### src/rtl/rv_ctl_pkg.sv
// Shared encodings for the multicycle RISC-V control unit and its datapath:
// FSM state type, opcodes, datapath select encodings and ALU operations.
package rv_ctl_pkg;

    typedef enum logic [3:0] {
        S_FETCH     = 4'd0,
        S_DECODE    = 4'd1,
        S_EXEC_R    = 4'd2,
        S_EXEC_I    = 4'd3,
        S_WB_ALU    = 4'd4,
        S_MEM_ADDR  = 4'd5,
        S_MEM_RD    = 4'd6,
        S_MEM_WR    = 4'd7,
        S_WB_MEM    = 4'd8,
        S_BRANCH    = 4'd9,
        S_JAL       = 4'd10,
        S_JALR_CALC = 4'd11,
        S_JALR_WB   = 4'd12,
        S_HALT      = 4'd13
    } state_t;

    // Opcodes
    localparam logic [6:0] OP_RTYPE  = 7'b0110011;
    localparam logic [6:0] OP_ITYPE  = 7'b0010011;
    localparam logic [6:0] OP_LOAD   = 7'b0000011;
    localparam logic [6:0] OP_STORE  = 7'b0100011;
    localparam logic [6:0] OP_BRANCH = 7'b1100011;
    localparam logic [6:0] OP_JAL    = 7'b1101111;
    localparam logic [6:0] OP_JALR   = 7'b1100111;

    // PC source
    localparam logic PC_PLUS4 = 1'b0;
    localparam logic PC_ALU   = 1'b1;

    // Register write-back source
    localparam logic [1:0] WB_MDR    = 2'd0;
    localparam logic [1:0] WB_ALUOUT = 2'd1;
    localparam logic [1:0] WB_PC     = 2'd2;

    // Immediate format
    localparam logic [1:0] IMM_J = 2'd0;
    localparam logic [1:0] IMM_B = 2'd1;
    localparam logic [1:0] IMM_S = 2'd2;
    localparam logic [1:0] IMM_L = 2'd3;

    // ALU operand selects
    localparam logic [1:0] ALUA_PCC = 2'd0;
    localparam logic [1:0] ALUA_REG = 2'd1;
    localparam logic [1:0] ALUB_REG = 2'd0;
    localparam logic [1:0] ALUB_IMM = 2'd1;

    // ALU operations
    localparam logic [3:0] ALU_ADD  = 4'd0;
    localparam logic [3:0] ALU_SUB  = 4'd1;
    localparam logic [3:0] ALU_SLL  = 4'd2;
    localparam logic [3:0] ALU_SLT  = 4'd3;
    localparam logic [3:0] ALU_SLTU = 4'd4;
    localparam logic [3:0] ALU_XOR  = 4'd5;
    localparam logic [3:0] ALU_SRL  = 4'd6;
    localparam logic [3:0] ALU_SRA  = 4'd7;
    localparam logic [3:0] ALU_OR   = 4'd8;
    localparam logic [3:0] ALU_AND  = 4'd9;

    // Branch funct3 codes
    localparam logic [2:0] F3_BEQ  = 3'b000;
    localparam logic [2:0] F3_BNE  = 3'b001;
    localparam logic [2:0] F3_BLT  = 3'b100;
    localparam logic [2:0] F3_BGE  = 3'b101;
    localparam logic [2:0] F3_BLTU = 3'b110;
    localparam logic [2:0] F3_BGEU = 3'b111;

    // State that follows DECODE for a given opcode; unknown opcodes halt.
    function automatic state_t decode_next(input logic [6:0] opcode);
        state_t nxt;
        case (opcode)
            OP_RTYPE:           nxt = S_EXEC_R;
            OP_ITYPE:           nxt = S_EXEC_I;
            OP_LOAD, OP_STORE:  nxt = S_MEM_ADDR;
            OP_BRANCH:          nxt = S_BRANCH;
            OP_JAL:             nxt = S_JAL;
            OP_JALR:            nxt = S_JALR_CALC;
            default:            nxt = S_HALT;
        endcase
        return nxt;
    endfunction

endpackage

### src/rtl/rv_ctl_alu_dec.sv
// ALU operation decoder: funct3/funct7[5] to ALU_* code. funct7[5] selects
// SUB only for R-type; it always selects SRA over SRL.
module rv_alu_dec
    import rv_ctl_pkg::*;
(
    input  logic [2:0] funct3,
    input  logic       funct7_5,
    input  logic       is_rtype,
    output logic [3:0] alusel
);

    // Map funct3 (plus the alternate-op bit) onto an ALU operation
    always_comb begin
        alusel = ALU_ADD;
        case (funct3)
            3'b000:  alusel = (is_rtype && funct7_5) ? ALU_SUB : ALU_ADD;
            3'b001:  alusel = ALU_SLL;
            3'b010:  alusel = ALU_SLT;
            3'b011:  alusel = ALU_SLTU;
            3'b100:  alusel = ALU_XOR;
            3'b101:  alusel = funct7_5 ? ALU_SRA : ALU_SRL;
            3'b110:  alusel = ALU_OR;
            3'b111:  alusel = ALU_AND;
            default: alusel = ALU_ADD;
        endcase
    end

endmodule

### src/rtl/rv_ctl.sv
// Multicycle control unit: Moore FSM driving the datapath selects/enables
// and the data-memory request/ready handshake.
// Optional feature macro: RV_CTL_BRANCH_EXT_EN adds BLT/BGE/BLTU/BGEU.
module rv_ctl
    import rv_ctl_pkg::*;
(
    input  logic        clk,
    input  logic        rst,
    input  logic [31:0] instr,
    input  logic        zero,
    input  logic        dmem_ready,
    output logic        pcsourse,
    output logic        pcwrite,
    output logic        pccen,
    output logic        irwrite,
    output logic        regwen,
    output logic        mdrwrite,
    output logic [1:0]  wbsel,
    output logic [1:0]  immsel,
    output logic [1:0]  asel,
    output logic [1:0]  bsel,
    output logic [3:0]  alusel,
    output logic        dmem_req,
    output logic        dmem_we,
    output logic        retire,
    output logic        illegal
);

    state_t      state;
    state_t      next_state;

    logic [6:0]  opcode;
    logic [2:0]  funct3;
    logic        funct7_5;
    logic        is_rtype;
    logic [3:0]  dec_alusel;

    logic        br_valid;
    logic        br_taken;
    logic [3:0]  br_alusel;

    // Raw decode before the reset gate
    logic        pcwrite_raw;
    logic        pccen_raw;
    logic        irwrite_raw;
    logic        regwen_raw;
    logic        mdrwrite_raw;
    logic        dmem_req_raw;
    logic        dmem_we_raw;
    logic        retire_raw;
    logic        illegal_raw;

    logic        unused_instr;

    assign opcode       = instr[6:0];
    assign funct3       = instr[14:12];
    assign funct7_5     = instr[30];
    assign is_rtype     = (state == S_EXEC_R);
    assign unused_instr = ^{instr[31], instr[29:15], instr[11:7]};

    rv_alu_dec u_alu_dec (
        .funct3   (funct3),
        .funct7_5 (funct7_5),
        .is_rtype (is_rtype),
        .alusel   (dec_alusel)
    );

    // Branch condition decode: ALU compare op and taken decision from zero
    always_comb begin
        br_valid  = 1'b0;
        br_taken  = 1'b0;
        br_alusel = ALU_SUB;
        case (funct3)
            F3_BEQ: begin
                br_valid = 1'b1;
                br_taken = zero;
            end
            F3_BNE: begin
                br_valid = 1'b1;
                br_taken = ~zero;
            end
`ifdef RV_CTL_BRANCH_EXT_EN
            F3_BLT: begin
                br_valid  = 1'b1;
                br_alusel = ALU_SLT;
                br_taken  = ~zero;
            end
            F3_BGE: begin
                br_valid  = 1'b1;
                br_alusel = ALU_SLT;
                br_taken  = zero;
            end
            F3_BLTU: begin
                br_valid  = 1'b1;
                br_alusel = ALU_SLTU;
                br_taken  = ~zero;
            end
            F3_BGEU: begin
                br_valid  = 1'b1;
                br_alusel = ALU_SLTU;
                br_taken  = zero;
            end
`endif
            default: begin
                br_valid = 1'b0;
                br_taken = 1'b0;
            end
        endcase
    end

    // State register; reset parks the FSM in FETCH
    always_ff @(posedge clk or posedge rst) begin
        if (rst) begin
            state <= S_FETCH;
        end else begin
            state <= next_state;
        end
    end

    // Next-state and per-state output decode
    always_comb begin
        next_state   = state;
        pcsourse     = PC_PLUS4;
        pcwrite_raw  = 1'b0;
        pccen_raw    = 1'b0;
        irwrite_raw  = 1'b0;
        regwen_raw   = 1'b0;
        mdrwrite_raw = 1'b0;
        dmem_req_raw = 1'b0;
        dmem_we_raw  = 1'b0;
        retire_raw   = 1'b0;
        illegal_raw  = 1'b0;
        wbsel        = WB_ALUOUT;
        immsel       = IMM_B;
        asel         = ALUA_PCC;
        bsel         = ALUB_REG;
        alusel       = ALU_ADD;
        case (state)
            S_FETCH: begin
                irwrite_raw = 1'b1;
                pccen_raw   = 1'b1;
                pcwrite_raw = 1'b1;
                pcsourse    = PC_PLUS4;
                next_state  = S_DECODE;
            end
            S_DECODE: begin
                // Precompute the branch/jump target into aluout
                asel       = ALUA_PCC;
                bsel       = ALUB_IMM;
                alusel     = ALU_ADD;
                immsel     = (opcode == OP_JAL) ? IMM_J : IMM_B;
                next_state = decode_next(opcode);
            end
            S_EXEC_R: begin
                asel       = ALUA_REG;
                bsel       = ALUB_REG;
                alusel     = dec_alusel;
                next_state = S_WB_ALU;
            end
            S_EXEC_I: begin
                asel       = ALUA_REG;
                bsel       = ALUB_IMM;
                immsel     = IMM_L;
                alusel     = dec_alusel;
                next_state = S_WB_ALU;
            end
            S_WB_ALU: begin
                regwen_raw = 1'b1;
                wbsel      = WB_ALUOUT;
                retire_raw = 1'b1;
                next_state = S_FETCH;
            end
            S_MEM_ADDR: begin
                asel       = ALUA_REG;
                bsel       = ALUB_IMM;
                alusel     = ALU_ADD;
                immsel     = (opcode == OP_STORE) ? IMM_S : IMM_L;
                next_state = (opcode == OP_STORE) ? S_MEM_WR : S_MEM_RD;
            end
            S_MEM_RD: begin
                // Address selects repeated so aluout stays stable
                asel         = ALUA_REG;
                bsel         = ALUB_IMM;
                alusel       = ALU_ADD;
                immsel       = IMM_L;
                dmem_req_raw = 1'b1;
                mdrwrite_raw = dmem_ready;
                if (dmem_ready) begin
                    next_state = S_WB_MEM;
                end else begin
                    next_state = S_MEM_RD;
                end
            end
            S_MEM_WR: begin
                asel         = ALUA_REG;
                bsel         = ALUB_IMM;
                alusel       = ALU_ADD;
                immsel       = IMM_S;
                dmem_req_raw = 1'b1;
                dmem_we_raw  = 1'b1;
                if (dmem_ready) begin
                    retire_raw = 1'b1;
                    next_state = S_FETCH;
                end else begin
                    next_state = S_MEM_WR;
                end
            end
            S_WB_MEM: begin
                regwen_raw = 1'b1;
                wbsel      = WB_MDR;
                retire_raw = 1'b1;
                next_state = S_FETCH;
            end
            S_BRANCH: begin
                asel   = ALUA_REG;
                bsel   = ALUB_REG;
                alusel = br_alusel;
                if (br_valid) begin
                    retire_raw = 1'b1;
                    next_state = S_FETCH;
                    if (br_taken) begin
                        pcwrite_raw = 1'b1;
                        pcsourse    = PC_ALU;
                    end else begin
                        pcwrite_raw = 1'b0;
                    end
                end else begin
                    next_state = S_HALT;
                end
            end
            S_JAL: begin
                regwen_raw  = 1'b1;
                wbsel       = WB_PC;
                pcwrite_raw = 1'b1;
                pcsourse    = PC_ALU;
                retire_raw  = 1'b1;
                next_state  = S_FETCH;
            end
            S_JALR_CALC: begin
                asel       = ALUA_REG;
                bsel       = ALUB_IMM;
                immsel     = IMM_L;
                alusel     = ALU_ADD;
                next_state = S_JALR_WB;
            end
            S_JALR_WB: begin
                regwen_raw  = 1'b1;
                wbsel       = WB_PC;
                pcwrite_raw = 1'b1;
                pcsourse    = PC_ALU;
                retire_raw  = 1'b1;
                next_state  = S_FETCH;
            end
            S_HALT: begin
                illegal_raw = 1'b1;
                next_state  = S_HALT;
            end
            default: begin
                next_state = S_HALT;
            end
        endcase
    end

    // While rst is high every enable, request, retire and illegal is held low
    assign pcwrite  = pcwrite_raw  & ~rst;
    assign pccen    = pccen_raw    & ~rst;
    assign irwrite  = irwrite_raw  & ~rst;
    assign regwen   = regwen_raw   & ~rst;
    assign mdrwrite = mdrwrite_raw & ~rst;
    assign dmem_req = dmem_req_raw & ~rst;
    assign dmem_we  = dmem_we_raw  & ~rst;
    assign retire   = retire_raw   & ~rst;
    assign illegal  = illegal_raw  & ~rst;

endmodule

### config.mk
export PLATFORM = sky130hd
export DESIGN_NAME = rv_ctl
export DESIGN_NICKNAME = d
export VERILOG_FILES = /design/src/rtl/rv_ctl_pkg.sv /design/src/rtl/rv_ctl_alu_dec.sv /design/src/rtl/rv_ctl.sv
export SDC_FILE = /design/constraint.sdc
export NUM_CORES = 1
export LEC_CHECK = 0
export CORE_MARGIN = 8
export CORE_UTILIZATION = 37
export CTS_CLUSTER_DIAMETER = 150
export DETAILED_ROUTE_END_ITERATION = 16
export PLACE_DENSITY = 0.9
export SLEW_MARGIN = 20
export SYNTH_ARGS = -nofsm -noshare
export SYNTH_HDL_FRONTEND = slang
export SYNTH_SLANG_ARGS = --single-unit
### constraint.sdc
create_clock -name clk -period 3.3 [get_ports clk]
set_input_delay 0.66 -clock clk [delete_from_list [all_inputs] [get_ports clk]]
set_output_delay 0.66 -clock clk [all_outputs]
set_load 0.02 [all_outputs]
# Word level (Yosys, flattened, before mapping)
# Cells that the tools add are included.
# word_totals
ff_bits	4
inputBits	36
output_inout_bits	22
# classes
eq_ne	27
mux	31
n_bitwise	10
n_reduce_logical	13
# op_table
op	count
$pmux W4 S9	1
$pmux W4 S8	1
$eq A4 B4 Y1 const B	6
$pmux W4 S6	1
$eq A7 B7 Y1 const B	3
$mux W1	18
$eq A4 B3 Y1 const B	4
$eq A7 B6 Y1 const B	2
$eq A3 B3 Y1 const B	4
$reduce_or A2 Y1	5
$and A1 B1 Y1	8
$eq A4 B2 Y1 const B	2
$mux W4	2
$pmux W2 S4	1
$pmux W4 S2	1
$eq A7 B2 Y1 const B	1
$eq A7 B5 Y1 const B	1
$reduce_or A7 Y1	1
$eq A3 B2 Y1 const B	2
$pmux W1 S2	3
$reduce_or A3 Y1	2
$reduce_or A6 Y1	1
$eq A4 B1 Y1 const B	1
$logic_not A4 Y1	1
other kinds (8)	9

# Longest topological paths before layout
# Gate-level depths: netlist of run 1.
# depth
ltp_word	6
ltp_mapped	6
ltp_nobuf	4

# Cells and area by module
# A second synthesis of run 1 with hierarchy kept.
# hier_totals
hier_cells	108
hier_area_um2	742.0
# by_module_without_submodules
mod	instances	cells_each	area_per_inst_um2	seq_area_each_um2
rv_ctl	1	98	675.6	100.1
rv_alu_dec	1	10	66.3	0.0

# Worst setup path after synthesis of run 1
# No wires, ideal clock.
# synth_timing
path_kind	input -> output
startpoint	input port instr[13]
endpoint	output port pcwrite
arrival_time_ps	1580
required_ps	2640
slack_ps	1060
cell_stages	4
cell_sequence	clkbuf_1 -> nor4_1 -> a22oi_1 -> nor2_1
# synth_via
elab_chain_len	6
elab_cells_between_ends	9
# synth_lines
element	line_no	source
start, declared	rv_ctl.sv:9	input logic [31:0] instr,
$eq A3 B1 Y1 or $logic_not A3 Y1 (tied branches)	rv_ctl.sv:73	case (funct3)
$pmux W1 S2 or $reduce_or A2 Y1 (tied branches)	-	
$mux W1 (on tied branches)	rv_ctl.sv:221, rv_ctl.sv:73	
$mux W1 (*)	rv_ctl.sv:218	if (br_valid) begin
$pmux W1 S2 (*)	rv_ctl.sv:138	case (state)
$and A1 B1 Y1 (*)	rv_ctl.sv:265	assign pcwrite = pcwrite_raw & ~rst;
end, declared	rv_ctl.sv:13	output logic pcwrite,
# Mark *: on every way between the ends. The rest lies on a longest branch, timed or not.

# Worst setup path in the final report of run 1
# layout_timing
startpoint	input port instr[13]
endpoint	output port alusel[2]
# layout_via
elab_chain_len	3
elab_cells_between_ends	10
# layout_lines
element	line_no	source
$eq A3 B3 Y1, or another cell as far along	rv_ctl_alu_dec.sv:15	case (funct3)
$pmux W4 S8 (*)	rv_ctl_alu_dec.sv:15	
$pmux W4 S2 (*)	rv_ctl.sv:138	
end, declared	rv_ctl.sv:22	output logic [3:0] alusel,
# Marks and branches as above.

==> results of run 1 <==
-- what timing repair did --
action                     in CTS  in global routing
setup endpoints to repair       0                  2
hold buffers                    0                  0
gates resized for setup         0                  2
-- where the power goes --
part / switching (W) / leakage, nW / internal, W / total (W)
registers: 0.0000975 / 0.0505 / 0.0000724 / 0.000170
logic: 0.000329 / 0.352 / 0.000309 / 0.000638
clock network: 0.0000203 / 0.0138 / 0.0000407 / 0.0000610
total: 0.000447 / 0.417 / 0.000422 / 0.000869
-- logic make-up (layout without fill, tap and decap cells) --
kind of cell,after synthesis,in the layout,synth area share [%]
XOR/XNOR,2,2,2.22
AO/OA/AOI/OAI,39,39,31.7
AND/OR/NAND/NOR,50,50,37.1
flip-flops,4,4,12.7
buffers and inverters,18,47,15.7
other,1,2,0.476
-- synth_stat cells (all sizes together) (2+ instances only) --
cell / instances
a211oi: 2
a21oi: 8
a31oi: 2
and3: 4
and4b: 2
buf: 5
clkbuf: 7
dfrtp: 4
inv: 6
nand2: 9
nand2b: 3
nor2: 12
nor3: 6
nor3b: 4
nor4: 2
o211ai: 4
o21ai: 10
o22ai: 4
or3: 3
xnor2: 2
-- per-stage QoR --
stage | hold WS [ps] | instances | util [%] | instance area [sq um]
after CTS | 768 | 171 | 56.4 | 1120
after detailed placement | 761 | 168 | 55.2 | 1090
after global routing | 832 | 171 | 56.8 | 1130
final | 786 | 171 | 56.8 | 1130
after global placement | 767 | 168 | 55.2 | 1090
after floorplan | 431 | 115 | - | 792
-- worst max-delay path, stage by stage --
cell,delay (ps)
clkdlybuf4s50_1,580
buf_4,170
inv_1,70
nor3_1,170
a21oi_1,60
nor2_1,80
clkdlybuf4s50_1,620
-- final timing paths --
kind / startpoint / to / slack, ps / cells past startpoint
worst max-delay path: instr[13] / alusel[2] / 220 / 7
worst min-delay path: rst / state[3] / 790 / 2
worst max register to register: state[1] / state[2] / 1580 / 4
worst min register to register: state[3] / state[1] / 790 / 1
max in group asynchronous: rst / state[1] / 2350 / 2
min in group clk: state[3] / state[1] / 790 / 1
-- layout make-up --
class                           instances  area [sq um]
Fill cell                             180           856
Multi-Input combinational cell         93           574
Timing Repair Buffer                   38           373
Sequential cell                         4           100
Tap cell                               27          33.8
Clock buffer                            3          22.5
Inverter                                6          22.5
-- routing by layer --
| layer | wire (um) | vias up |
|---|---|---|
| li1 | - | 478 |
| met1 | 1080 | 455 |
| met2 | 1070 | 40 |
| met3 | 160 | 2 |
| met4 | 16 | 0 |
| met5 | 0 | - |
==> out/results.tsv, run 1 <==
stage	metric	value	unit
outcome	status	complete, no violations	
final_layout	commonest non-fill, non-tap cells in the layout	clkdlybuf4s50_1 (33), nor2_1 (12), o21ai_0 (10), nand2_1 (9), a21oi_1 (8)	
sta	Hold Fails Final Rpt	0	
sta	Max-slew headroom	64.3	%
global_route	met1 usage	14.8	%
clocking	H-Tree Depth	1	
job	Max Cap Viol	0	
hold_path	Hold Crit Class	primary input to async pin	
die	core area	1980	sq um
drt	DRT Pass-1 Iters	4	
global_route	GR Util All Layers	11.8	%
synth	Avg Inst Size Synth	6.91	sq um
power_and_ir_drop	Static Leak	0.417	nW
clocking	maximum clock path buffer count	2	
sta	Fin Setup TNS	0	ps
worst_setup_path	critical path type	primary input to output pin	
sta	final setup vio count	0	
clocking	Clock Sinks	4	
drt	Initial DRC Count	25	
synth	sequential area share after synthesis	12.7	%
clocking	CTS Root Cell	clkbuf_4	
synth	Top FF cell, synth	dfrtp_1	
final_layout	Top reg by flops	state	
global_route	met3 Use GR	3.05	%
final_layout	layout cell share with drive strength beyond 1	10.4	%
power_and_ir_drop	Total Power	0.000869	W
sta	Max Fclk	0.325	GHz
final_layout	area delta synth->final	42.9	%
die	io pins	58	
power_and_ir_drop	Pwr Density	772	nW/um^2
sta	final period utilization	93.3	%
synth	asr flop ratio synth	100	%
global_route	GR Overflow Total	0	
place	RePlAce Congestion	0.891	
drt	Via density	5.70	
drt	Via Count	975	
worst_setup_path	crit end category	output pin	
power_and_ir_drop	worst vdd ir	335	uV
place	hpwl dp	1850	um
die	Die Ht	62.2	um
global_route	largest net degree at the start of global routing	20	
sta	Worst Clk Skew	3.48	ps
die	Row Count	16	
sta	worst setup slack after layout	220	ps
clocking	later-pin clock latency in the skew report	240	ps
synth	cell taking the most area after synthesis	dfrtp_1	
sta	unrepaired setup endpoints after global routing	no	
place	Placement Setup Slack	95.0	ps
final_layout	Largest regs	state (4)	
drt	total wire length	2330	um
die	starting density of the core	39.8	%
synth	Post-synth EDFFs	0	
global_route	initial antenna violation count	0	
die	die area	3860	sq um
synth	YS warnings	0	
worst_setup_path	worst path required time	2640	ps
final_layout	ANT cells	0	
place	IO buf count	34	
synth	Post-Synthesis Cells	114	
global_route	global route hottest layer	met2	
sta	pins over their slew limit	0	
synth	top cell type's share of synthesized area	12.7	%
final_layout	commonest non-fill, non-tap cell in the layout	clkdlybuf4s50_1	
global_route	number of global-route vias before repair	927	
clocking	Setup Buffers After CTS	0	
worst_setup_path	Worst EP arrival	2420	ps
synth	Yosys cell types	43	
drt	DRC Markers	0	
global_route	M2 GR Usage	18.5	%
global_route	global-route wire length before repair	4090	um
die	Die Wd	62.2	um
clocking	CTS Buf Count	3	
drt	DR WL/cell	13.6	um
final_layout	Final #Nets	182	
final_layout	max FFs per register	4	
worst_setup_path	critical-path maximum fanout	5	
worst_setup_path	CP Launch Type	primary input	
synth	Synth Cell Area	788	sq um
sta	Tmin final	3080	ps
drt	antenna-violating nets left	0	
clocking	CTS tree	built	
synth	flops & latches, synth	4	
sta	worst-margin pin slew	535	ps
clocking	CTS clk-pin slew, worst paths	40	ps
synth	ranking of synthesized cells by area	dfrtp_1 (13%), o21ai_0 (6.3%), nor2_1 (5.7%)	
No activity file was read; power rests on OpenSTA's default activity.
==> run 2, diff against run 1 <==
--- a/config.mk
+++ b/config.mk
@@ -6,10 +6,11 @@
 export NUM_CORES = 1
 export LEC_CHECK = 0
 export CORE_MARGIN = 8
-export CORE_UTILIZATION = 37
+export CORE_UTILIZATION = 34
 export CTS_CLUSTER_DIAMETER = 150
 export DETAILED_ROUTE_END_ITERATION = 16
-export PLACE_DENSITY = 0.9
+export GPL_TIMING_DRIVEN = 0
+export PLACE_DENSITY = 0.84
 export SLEW_MARGIN = 20
 export SYNTH_ARGS = -nofsm -noshare
 export SYNTH_HDL_FRONTEND = slang
==> constraint.sdc (replaced) <==
create_clock -name clk -period 3.1 [get_ports clk]
set_input_delay 0.62 -clock clk [delete_from_list [all_inputs] [get_ports clk]]
set_output_delay 0.62 -clock clk [all_outputs]
set_load 0.02 [all_outputs]
==> out/results.tsv, run 2 (synthesis gave the netlist of run 1 again) <==
stage	metric	value	unit	change
sta	Worst Clk Skew	6.10	ps	+2.63 ps
global_route	M2 GR Usage	21.1	%	+2.6 points
final_layout	Post-Layout Inst Area	1230	sq um	+9.0%
global_route	initial antenna violation count	0		unchanged
worst_setup_path	critical path type	primary input to output pin		
final_layout	Cell Count, Final, Fillers Out	182		+6.4%
drt	Via density	5.65		-0.94%
final_layout	commonest non-fill, non-tap cell in the layout	clkdlybuf4s50_1		
outcome	status	complete, no violations		
global_route	global route hottest layer	met2		
job	Max Cap Viol	0		unchanged
place	Post-DP Area	1160	sq um	+5.7%
drt	DRC Markers	0		unchanged
power_and_ir_drop	Clock power frac	6.1	%	-0.9 points
power_and_ir_drop	Psw	0.000515	W	+15%
power_and_ir_drop	Static Leak	0.504	nW	+21%
worst_setup_path	cell family contributing the most delay on the critical path	buffers and inverters		
worst_setup_path	crit end category	output pin		
final_layout	Largest regs	state (4)		
global_route	met3 Use GR	2.61	%	-0.43 points
place	IO buf count	33		-2.9%
die	core area	2210	sq um	+12%
final_layout	Top reg by flops	state		
final_layout	ANT cells	0		unchanged
sta	unrepaired setup endpoints after global routing	no		
worst_setup_path	CP Cell Sequence	clkdlybuf4s50_1 -> clkbuf_2 -> o21ai_0 -> a21oi_1 -> o2bb2ai_1 -> clkdlybuf4s50_1		
sta	final setup vio count	0		unchanged
drt	total wire length	2630	um	+13%
power_and_ir_drop	worst vdd ir	355	uV	+5.9%
global_route	global-route wire length before repair	4430	um	+8.3%
worst_setup_path	Worst EP arrival	2340	ps	-80 ps
global_route	largest net degree at the start of global routing	11		-45%
power_and_ir_drop	Combinational Power Share	82.4	%	+9.0 points
power_and_ir_drop	Sw Ratio	49.9	%	-1.5 points
power_and_ir_drop	P_int	0.000516	W	+22%
clocking	H-Tree Depth	1		unchanged
die	io pins	58		unchanged
worst_setup_path	worst path required time	2480	ps	-160 ps
power_and_ir_drop	sequential power share	11.6	%	-7.9 points
final_layout	Final #Nets	192		+5.5%
global_route	GR Util All Layers	12.3	%	+0.48 points
worst_setup_path	cell repeated most along the worst path	clkdlybuf4s50_1		
die	Die Ht	64.2	um	+3.2%
clocking	CTS clk-pin slew, worst paths	40	ps	about the same
clocking	CTS Buf Count	3		unchanged
worst_setup_path	CP Launch Type	primary input		
place	placed insts	176		+4.8%
drt	Initial DRC Count	40		+60%
drt	antenna-violating nets left	0		unchanged
worst_setup_path	Critical Path Slowest Stage Cell	clkdlybuf4s50_1		
clocking	CTS tree	built		
clocking	CTS Root Cell	clkbuf_4		
sta	Tmin final	2960	ps	
final_layout	commonest non-fill, non-tap cells in the layout	clkdlybuf4s50_1 (30), nor2_1 (12), o21ai_0 (10), nand2_1 (9), a21oi_1 (8)		
sta	Hold Fails Final Rpt	0		unchanged
sta	final hold slack	741	ps	-45.3 ps
clocking	Clock Sinks	4		unchanged
place	RePlAce Congestion	0.926		+3.9%
worst_setup_path	CP peak stage delay	620	ps	about the same
worst_setup_path	CP bufs+invs	3		-1
global_route	number of global-route vias before repair	1045		+13%
final_layout	layout cell share with drive strength beyond 1	15.6	%	+5.2 points
sta	Max Fclk	0.338	GHz	
hold_path	Hold Crit Class	primary input to async pin		
drt	DRT Pass-1 Iters	4		unchanged
global_route	GR Overflow Total	0		unchanged
place	hpwl dp	2060	um	+11%
worst_setup_path	critical-path maximum fanout	10		+5
clocking	maximum clock path buffer count	2		unchanged
die	Die Wd	64.2	um	+3.2%
die	Row Count	17		+1
final_layout	area delta synth->final	55.7	%	
final_layout	max FFs per register	4		unchanged
sta	pins over their slew limit	0		unchanged
drt	Via Count	1028		+5.4%
die	starting density of the core	35.6	%	-4.1 points
global_route	met1 usage	14.2	%	-0.57 points
sta	final period utilization	95.5	%	
clocking	Post-CTS Hold Buffers	0		unchanged
die	die area	4120	sq um	+6.5%
drt	DR WL/cell	14.5	um	+6.2%
power_and_ir_drop	Pwr Density	840	nW/um^2	+8.9%
clocking	later-pin clock latency in the skew report	230	ps	about the same
-- run 2: changes by cell type in the layout (fill, tap and decap cells not counted), moves of 2 or more --
cell             change
buf_6                +2
dlymetal6s2s_1       +2
clkbuf_1             +2
buf_4                +2
clkbuf_2             +2
clkbuf_8             +3
clkdlybuf4s50_1      -3
-- run 2: power by group through the flow --
stage               clock network [W]  logic [W]  registers (W)
floorplan                           0   0.000565       0.000107
global placement                    0   0.000824       0.000119
detailed placement                  0   0.000837       0.000117
CTS                         0.0000642   0.000841       0.000118
global route                0.0000700   0.000915       0.000125
finish                      0.0000628   0.000849       0.000119
-- run 2: per-stage QoR --
step | power [W] | setup slack (ps) | TNS [ps] | utilization, %
after floorplan | 0.000672 | 940 | 0 | -
final | 0.00103 | 141 | 0 | 55.5
after CTS | 0.00102 | 0.215 | 0 | 53.7
after detailed placement | 0.000954 | -59.3 | -59.3 | 52.3
after global placement | 0.000943 | -29.1 | -29.1 | 52.3
after global routing | 0.00111 | 22.7 | 0 | 55.5
-- run 2: timing repair --
item,CTS,global route
pin swaps,0,1
endpoints found under the setup margin,1,5
gates resized for setup,1,8
buffers inserted,0,3
-- run 2: routing by layer --
metal,up-vias,part of all wire (%)
li1,494,-
met4,0,0.72
met1,479,42
met5,-,0
met3,2,6.8
met2,53,50
-- run 2: final cells by class --
| type | count | area (sq um) |
|---|---|---|
| multi-input cells | 93 | 583 |
| repair buffers | 36 | 360 |
| plain buffers | 12 | 104 |
| fillers | 207 | 985 |
| flip-flops and latches | 4 | 100 |
| clock buffers | 3 | 22.5 |
| well taps | 28 | 35.0 |
| inverters | 6 | 22.5 |
-- run 2: path summary, 6_finish.rpt --
| check | startpoint | to | slack (ps) | depth (start not counted) |
|---|---|---|---|---|
| setup / recovery | instr[14] | alusel[0] | 140 | 6 |
| hold / removal | rst | state[3] | 740 | 2 |
| setup reg to reg | state[1] | state[2] | 1480 | 6 |
| hold reg to reg | state[2] | state[2] | 740 | 2 |
| max in group asynchronous | rst | state[0] | 2180 | 2 |
| min in group clk | state[2] | state[2] | 740 | 2 |
==> run 3, diff against run 2 <==
--- a/config.mk
+++ b/config.mk
@@ -9,7 +9,6 @@
 export CORE_UTILIZATION = 34
 export CTS_CLUSTER_DIAMETER = 150
 export DETAILED_ROUTE_END_ITERATION = 16
-export GPL_TIMING_DRIVEN = 0
 export PLACE_DENSITY = 0.84
 export SLEW_MARGIN = 20
 export SYNTH_ARGS = -nofsm -noshare
==> out/results.tsv, run 3 (synthesis gave the netlist of run 1 again) <==
stage	metric	value	unit	change
global_route	largest net degree at the start of global routing	20		+9
power_and_ir_drop	Sw Ratio	51.6	%	+1.7 points
power_and_ir_drop	sequential power share	18.5	%	+6.9 points
worst_setup_path	CP Launch Type	primary input		
worst_setup_path	crit path to	retire		
final_layout	commonest non-fill, non-tap cells in the layout	clkdlybuf4s50_1 (33), nor2_1 (12), o21ai_0 (10), nand2_1 (9), buf_4 (9)		
sta	pins over their slew limit	0		unchanged
die	die area	4120	sq um	unchanged
sta	worst-margin pin slew	532	ps	
die	Row Count	17		unchanged
worst_setup_path	critical path depth in cells	5		-1
final_layout	Final #Nets	187		-2.6%
power_and_ir_drop	Combinational Power Share	74.2	%	-8.2 points
global_route	global-route wire length before repair	4090	um	-7.6%
clocking	Post-CTS Hold Buffers	0		unchanged
hold_path	Hold Crit Class	primary input to async pin		
worst_setup_path	CP peak stage delay	640	ps	+20 ps
final_layout	max FFs per register	4		unchanged
sta	Max Fclk	0.330	GHz	-2.4%
power_and_ir_drop	Pwr Density	814	nW/um^2	-3.1%
clocking	CTS clk-pin slew, worst paths	40	ps	about the same
clocking	Setup Buffers After CTS	0		unchanged
drt	Initial DRC Count	25		-38%
die	Die Wd	64.2	um	unchanged
final_layout	commonest non-fill, non-tap cell in the layout	clkdlybuf4s50_1		
place	hpwl dp	1960	um	-5.0%
final_layout	ANT cells	0		unchanged
power_and_ir_drop	Static Leak	0.441	nW	-12%
sta	Hold Fails Final Rpt	0		unchanged
global_route	GR Overflow Total	0		unchanged
worst_setup_path	Worst R2R Start	state[1]		
worst_setup_path	worst r2r path cells	4		-2
clocking	Clock Sinks	4		unchanged
worst_setup_path	critical-path maximum fanout	5		-5
worst_setup_path	cell repeated most along the worst path	clkdlybuf4s50_1		
clocking	CTS Root Cell	clkbuf_4		
die	io pins	58		unchanged
die	starting density of the core	35.6	%	unchanged
worst_setup_path	critical path type	primary input to output pin		
final_layout	Cell Count, Final, Fillers Out	177		-2.7%
final_layout	Top reg by flops	state		
worst_setup_path	CP Cell Sequence	clkdlybuf4s50_1 -> nor3_1 -> o21ai_0 -> a21oi_1 -> clkdlybuf4s50_1		
power_and_ir_drop	Clock power frac	7.3	%	+1.2 points
clocking	CTS tree	built		
drt	Via density	5.47		-3.1%
place	RePlAce Congestion	0.856		-7.5%
drt	DRT Pass-1 Iters	4		unchanged
clocking	H-Tree Depth	1		unchanged
worst_setup_path	CP bufs+invs	2		-1
final_layout	Largest regs	state (4)		
die	Die Ht	64.2	um	unchanged
worst_setup_path	Worst EP arrival	2410	ps	+70 ps
clocking	maximum clock path buffer count	2		unchanged
worst_setup_path	worst path required time	2480	ps	about the same
power_and_ir_drop	worst vdd ir	410	uV	+16%
final_layout	area delta synth->final	47.8	%	
job	Max Cap Viol	0		unchanged
global_route	number of global-route vias before repair	953		-8.8%
worst_setup_path	Critical Path Slowest Stage Cell	clkdlybuf4s50_1		
sta	unrepaired setup endpoints after global routing	no		
sta	Max-slew headroom	64.5	%	
power_and_ir_drop	P_int	0.000459	W	-11%
drt	DR WL/cell	13.8	um	-4.3%
global_route	GR Util All Layers	11.8	%	-0.47 points
place	IO buf count	34		+3.0%
final_layout	layout cell share with drive strength beyond 1	13.4	%	-2.2 points
sta	final setup vio count	0		unchanged
clocking	CTS Buf Count	3		unchanged
drt	DRC Markers	0		unchanged
clocking	later-pin clock latency in the skew report	250	ps	+20 ps
worst_setup_path	crit end category	output pin		
worst_setup_path	cell family contributing the most delay on the critical path	buffers and inverters		
drt	Via Count	969		-5.7%
die	core area	2210	sq um	unchanged
sta	final period utilization	97.8	%	+2.4 points
global_route	initial antenna violation count	0		unchanged
sta	Worst Clk Skew	4.22	ps	-1.89 ps
worst_setup_path	Worst Setup SP	instr[13]		
power_and_ir_drop	Psw	0.000489	W	-5.0%
drt	total wire length	2450	um	-6.9%
sta	Tmin final	3030	ps	+73.8 ps
outcome	status	complete, no violations		
final_layout	Fill cells	221		+6.8%
worst_setup_path	r2r endpoint	state[2]		
place	placed insts	174		-1.1%
drt	antenna-violating nets left	0		unchanged
worst_setup_path	R2R setup slack	1380	ps	-100 ps
sta	Fin Setup TNS	0	ps	unchanged
-- run 3: power groups by stage --
stage	combinational, W	clock [W]	sequential [W]
3_3_place_gp	0.000689	0	0.000168
2_1_floorplan	0.000565	0	0.000107
6_report	0.000704	0.0000694	0.000175
3_5_place_dp	0.000699	0	0.000173
4_1_cts	0.000702	0.0000730	0.000171
5_1_grt	0.000763	0.0000717	0.000186
-- run 3: cell type report --
cell class | count | area, sq um | area share [%]
Sequential cell | 4 | 100 | 8.59
Inverter | 6 | 22.5 | 1.93
Clock buffer | 3 | 22.5 | 1.93
Multi-Input combinational cell | 93 | 574 | 49.3
Timing Repair Buffer | 43 | 410 | 35.2
Tap cell | 28 | 35.0 | 3.01
-- run 3: routing by layer --
layer  GRT usage, %  up-vias  routed length (um)  share of wire, %
met2           21.1       32                1300                53
met5              0        -                   0                 0
met3           2.26        2                 124               5.1
li1               -      485                   -                 -
met4           7.63        0                  19              0.78
met1           12.4      450                1010                41
-- run 3: worst min path at each step --
stage	startpoint	cells past startpoint	to	slack [ps]
detailed placement	state[3]	2	state[1]	780
CTS	rst	2	state[3]	730
global route	rst	2	state[3]	780
finish	rst	2	state[3]	750
floorplan	rst	1	state[0]	390
global placement	state[3]	2	state[1]	770
-- run 3: worst register-to-register path, stage by stage (launching register included) --
cell and delay (ps):
dfrtp_1 560, nand2b_4 280, or3_4 370, a311o_1 330, o211ai_1 90
-- run 3: per-stage QoR --
stage | setup WS, ps | utilization [%] | hold WS [ps] | instance area, sq um | power [W]
2_1_floorplan | 940 | - | 391 | 792 | 0.000672
3_3_place_gp | 78.5 | 51.2 | 768 | 1130 | 0.000857
3_5_place_dp | 27.4 | 51.2 | 779 | 1130 | 0.000872
4_1_cts | 22.3 | 52.3 | 730 | 1160 | 0.000946
5_1_grt | 19.8 | 52.7 | 778 | 1160 | 0.00102
6_report | 66.7 | 52.7 | 751 | 1160 | 0.000948
-- run 3: what timing repair did --
action / 4_1_cts / 5_1_grt
gates resized for setup: 0 / 2
endpoints found under the setup margin: 0 / 2
hold endpoints to repair: 0 / 0
